`config.mk`:
```
export PLATFORM = sky130hd
export DESIGN_NAME = condiciona_botoes
export DESIGN_NICKNAME = d
export VERILOG_FILES = /design/src/rtl/condiciona_botoes.sv
export SDC_FILE = /design/constraint.sdc
export NUM_CORES = 1
export LEC_CHECK = 0
export BUFFER_PORTS_ARGS = -buffer_cell sky130_fd_sc_hd__buf_2
export CORE_MARGIN = 2
export CORE_UTILIZATION = 35
export DETAILED_ROUTE_END_ITERATION = 10
export GPL_TIMING_DRIVEN = 0
export PLACE_DENSITY_LB_ADDON = 0.25
export SYNTH_ARGS = -nofsm -noshare
export SYNTH_HDL_FRONTEND = slang
export SYNTH_SLANG_ARGS = --single-unit
```
`constraint.sdc`:
```
create_clock -name clock -period 1.75 [get_ports clock]
set_input_delay 0.0875 -clock clock [delete_from_list [all_inputs] [get_ports clock]]
set_output_delay 0.0875 -clock clock [all_outputs]
set_load 0.01 [all_outputs]
```
`src/rtl/condiciona_botoes.sv`:
```
// Button conditioning: 2-flop synchroniser, whole-vector debounce and a
// press/release FSM that emits one strobe per accepted single-button press.
module condiciona_botoes #(
   parameter int N_BOTOES        = 7,
   parameter int DEBOUNCE_CYCLES = 50000,
   parameter int CNT_W           = $clog2(DEBOUNCE_CYCLES)
) (
   input  logic                clock,
   input  logic                reset,
   input  logic [N_BOTOES-1:0] botoes,
   input  logic                habilita,
   output logic [N_BOTOES-1:0] jogada,
   output logic                jogada_pulso,
   output logic                multiplo,
   output logic [N_BOTOES-1:0] estavel,
   output logic [2:0]          db_estado
);

   typedef enum logic [2:0] {
      SOLTO         = 3'd0,
      PRESSIONADO   = 3'd1,
      ESPERA_SOLTAR = 3'd2
   } estado_t;

   localparam logic [CNT_W-1:0] CNT_MAX = CNT_W'(DEBOUNCE_CYCLES - 1);

   logic [N_BOTOES-1:0] s1_reg, s2_reg, cand_reg, estavel_reg;
   logic [CNT_W-1:0]    cnt_reg;

   estado_t             state_reg, state_next;
   logic [N_BOTOES-1:0] jogada_reg, jogada_next;
   logic                pulso_reg, pulso_next;
   logic                multiplo_reg, multiplo_next;

   logic est_zero, est_multi;

   // Synchroniser and debounce: any change of the synchronised vector restarts the count.
   always_ff @(posedge clock) begin
      if (reset) begin
         s1_reg      <= '0;
         s2_reg      <= '0;
         cand_reg    <= '0;
         cnt_reg     <= '0;
         estavel_reg <= '0;
      end else begin
         s1_reg <= botoes;
         s2_reg <= s1_reg;
         if (s2_reg != cand_reg) begin
            cand_reg <= s2_reg;
            cnt_reg  <= '0;
         end else if (cnt_reg != CNT_MAX) begin
            cnt_reg <= cnt_reg + CNT_W'(1);
         end else begin
            estavel_reg <= cand_reg;
         end
      end
   end

   assign est_zero  = (estavel_reg == '0);
   assign est_multi = |(estavel_reg & (estavel_reg - N_BOTOES'(1)));

   always_ff @(posedge clock) begin
      if (reset) begin
         state_reg    <= SOLTO;
         jogada_reg   <= '0;
         pulso_reg    <= 1'b0;
         multiplo_reg <= 1'b0;
      end else begin
         state_reg    <= state_next;
         jogada_reg   <= jogada_next;
         pulso_reg    <= pulso_next;
         multiplo_reg <= multiplo_next;
      end
   end

   always_comb begin
      state_next    = state_reg;
      jogada_next   = jogada_reg;
      pulso_next    = 1'b0;
      multiplo_next = multiplo_reg;
      case (state_reg)
         SOLTO: begin
            if (!est_zero) begin
               if (est_multi) begin
                  multiplo_next = 1'b1;
                  state_next    = ESPERA_SOLTAR;
               end else if (habilita) begin
                  jogada_next = estavel_reg;
                  pulso_next  = 1'b1;
                  state_next  = PRESSIONADO;
               end else begin
                  // Press seen while disabled is swallowed until full release
                  state_next = ESPERA_SOLTAR;
               end
            end
         end
         PRESSIONADO: begin
            if (est_zero) begin
               state_next = SOLTO;
            end else if (estavel_reg != jogada_reg) begin
               multiplo_next = 1'b1;
               state_next    = ESPERA_SOLTAR;
            end
         end
         ESPERA_SOLTAR: begin
            if (est_zero) begin
               multiplo_next = 1'b0;
               state_next    = SOLTO;
            end
         end
         default: begin
            multiplo_next = 1'b0;
            state_next    = SOLTO;
         end
      endcase
   end

   assign jogada       = jogada_reg;
   assign jogada_pulso = pulso_reg;
   assign multiplo     = multiplo_reg;
   assign estavel      = estavel_reg;
   assign db_estado    = state_reg;

endmodule

```
==> key figures <==
Final layout
  – Largest register FFs: 16
  – N_diodes: 0
  – Synth-to-Final Area Change: 24.49%
  – Final net count: slightly above 300
  – Layout cells sized above 1: around a quarter
  – Fill cells: between 600 and 700
  – Final cell count without fillers: ~370
  – Post-Layout Inst Area: 0.002952 sq mm

Yosys
  – EDFF count, synth: 0
  – Seq/Total Area, Yosys: a little under half
  – Post-synthesis async set-or-reset flop share: 0%
  – Register bit total from synthesis: between 50 and 60
  – Synth Cell Area: around 0.0024 sq mm
  – Synth Instances: approximately 250
  – Mapped Nets: 259
  – Synth Area per Inst: roughly 9.6 sq um
  – Synthesis Warnings: 0
  – Top FF cell, synth: dfxtp_1
  – Post-synth cell types: between 40 and 50

STA
  – Finish-stage setup viols: 0
  – Final Hold Viols: 0
  – Final min period: roughly 1700 ps
  – Clk_skew: approximately 11 ps
  – Max Slew Vio Count: 0
  – Tightest Pin Transition: approximately 560 ps
  – Fin crit share: 94.78%
  – Relative slew slack: approximately 63%
  – Fin Setup TNS: 0 ps
  – Hold_ws: 179.9 ps
  – Final worst setup slack: approximately 91 ps
  – Max Fclk: between 0.6 and 0.7 GHz

Critical path
  – Delay-heaviest family, CP: simple AND/OR/NAND/NOR gates
  – Critical path's slowest cell: or4_4
  – CP endpoint kind: flip-flop
  – Critical register-to-register path startpoint: estavel[3]$_SDFFE_PP0P_
  – Startpoint Class: flip-flop
  – Critical Path AT: ~1900 ps
  – Worst path max stage delay: approximately 550 ps
  – Crit Reg-Reg Endpoint: jogada[2]$_SDFFE_PP0P_
  – CP Launch Point: estavel[3]$_SDFFE_PP0P_
  – Reg2reg setup slack: between 90 and 100 ps
  – Worst Path Buf+Inv: 2
  – Worst endpoint required time: 1950 ps
  – Critical path cell sequence: buf_6 -> or4_4 -> nand2_4 -> a31oi_4 -> buf_12 -> mux2i_1 -> nor2_1
  – Setup CP Type: reg2reg
  – Max FO, Critical Path: 7
  – Worst reg2reg path depth: 7

Clock tree
  – Clk sinks: 55
  – CTS root buffer: clkbuf_8
  – H-tree depth: 2
  – Clk buf depth: 2
  – Total CTS buffers: 5
  – Worst skew pair latency: slightly above 300 ps
  – Worst-path clk slew: 110 ps
  – CTS tree: built

Route
  – Pre-antenna DRT Iters: 4
  – WL/cell: roughly 12 um
  – Antenna Violating Nets Remaining: 0
  – Vias per cell: about 4.7
  – Final WL: between 4000 and 5000 um
  – DRC Markers: 0
  – Iteration-0 DRC Markers: 79
  – Vias: roughly 1800

Power
  – VDD IR max: roughly 0.00056 V
  – Pwr Density: ~800 mW/mm^2
  – Lkg Pwr: approximately 1.1 nW

Placed design
  – Placed Area: about 0.0026 sq mm
  – Dpl ws: -216.6 ps
  – Placed Cells: about 350
  – DP HPWL: 3023 um
  – Gp weighted congestion: roughly 0.80
  – Port Buffer Count: 27

GRT
  – Total track usage: 12.27%
  – Total gr overflow: 0
  – First-pass GRT wire length: slightly above 7000 um
  – Largest net degree at the start of global routing: 19
  – Initial antenna violation count: 0
  – Number of global-route vias before repair: between 1500 and 2000

Die
  – Initial core utilization: 36.71%
  – Die X: between 80 and 90 um
  – Core Area: around 0.0065 sq mm
  – Die Height: 86.31 um
  – # rows: 29
  – Die Footprint: roughly 0.0074 sq mm
  – IO Pins: 29

Run
  – Max Cap Viol: 0

Hold path
  – Hold_sp: habilita
  – Hold worst-path end: jogada_pulso$_SDFF_PP0_
  – Hold path depth: 4
  – Hold Path Class: in2reg

Run status
  – Status: finished, final reports clean
==> cell usage in the layout (no fill, tap or decap), types with 4 or more instances in the layout <==
cell type and count:
a211oi_1 4, buf_2 31, buf_4 4, clkbuf_1 4
clkbuf_8 5, dfxtp_1 50, dfxtp_2 5, dlygate4sd3_1 7
inv_1 4, mux2i_1 14, nand2_1 9, nand3_1 7
nand4_1 5, nor2_1 36, nor2b_1 24, xnor2_1 19
xor2_1 11
==> kinds of logic after synthesis <==
| logic type | count (synthesis) | synth area share (%) |
|---|---|---|
| fa+ha+maj | 1 | 0.5276 |
| mux | 14 | 5.910 |
| xor+xnor | 30 | 11.08 |
| flops | 55 | 46.44 |
| simple gates | 112 | 26.54 |
| buf+inv | 15 | 3.008 |
| compound gates | 20 | 6.333 |
| other cells | 1 | 0.1582 |
==> synth_stat cells (2+ instances only) <==
library cell  count  area, sq um
dfxtp_1          55         1101
a21oi_1           3        15.01
nor2_1           37        138.9
nand2_1          10        37.54
nor4_1            2        12.51
xor2_1           11        96.34
o21ai_0           3        15.01
or4_1             2        15.01
nand4_1           5        31.28
and3_1            3        18.77
nor3_1            3        15.01
a211oi_1          4        30.03
xnor2_1          19        166.4
nor2b_1          24        150.1
and2_1            2        12.51
o21ai_1           2        10.01
buf_2             3        15.01
mux2i_1          14        140.1
nand3_1           7        35.03
clkbuf_1          5        18.77
or2_2             2        12.51
inv_1             4        15.01
nand2b_1          3        18.77
nor3b_1           4        30.03
==> cell type report <==
type | instances | area (sq um) | share of cell area (%)
Buffer | 11 | 57.56 | 1.950
Inverter | 4 | 15.01 | 0.5087
Clock buffer | 5 | 68.82 | 2.331
Multi-Input combinational cell | 178 | 1267 | 42.94
Clock inverter | 3 | 71.32 | 2.416
Tap cell | 77 | 96.34 | 3.264
Sequential cell | 55 | 1107 | 37.52
Timing Repair Buffer | 39 | 267.8 | 9.072
==> worst reg2reg max path, stage by stage, from the launching register on <==
cell	delay, ps
dfxtp_2	340
buf_6	130
or4_4	550
nand2_4	90
a31oi_4	90
buf_12	150
mux2i_1	150
nor2_1	50
==> how the worst max path moves through the flow <==
stage	endpoint	slack, ps	depth (start not counted)
floorplan	jogada[2]$_SDFFE_PP0P_	30	6
global placement	estavel[3]$_SDFFE_PP0P_	-220	6
detailed placement	estavel[3]$_SDFFE_PP0P_	-220	6
CTS	jogada[5]$_SDFFE_PP0P_	3	7
global route	jogada[5]$_SDFFE_PP0P_	-30	7
finish	jogada[2]$_SDFFE_PP0P_	90	7
==> power breakdown <==
group,switching (W),total [W],internal (W)
combinational,0.0000508,0.000101,0.0000502
clock,0.000433,0.00101,0.000581
sequential,0.0000111,0.00128,0.00127
total,0.000495,0.00240,0.00190
==> metal layers <==
| metal | wire, um | GRT usage [%] |
|---|---|---|
| met5 | 0 | 0 |
| met1 | 2151 | 16.57 |
| met2 | 2097 | 19.24 |
| met4 | 37 | 3.835 |
| met3 | 143 | 3.238 |
==> stage by stage <==
step / power (W) / utilization (%)
5_1_grt: 0.002499 / 45.70
3_3_place_gp: 0.001403 / 40.29
2_1_floorplan: 0.001376 / -
4_1_cts: 0.002435 / 44.79
3_5_place_dp: 0.001403 / 40.29
6_report: 0.002400 / 45.70
==> timing repair <==
item | 4_1_cts | 5_1_grt
hold endpoints to repair | 7 | 0
setup buffers | 5 | 0
pin swaps | 3 | 3
cloned | 0 | 0
hold buffers | 7 | 0
gates resized for setup | 5 | 19
setup endpoints to repair | 13 | 29
Note: power is estimated with default switching activity, not from simulation.
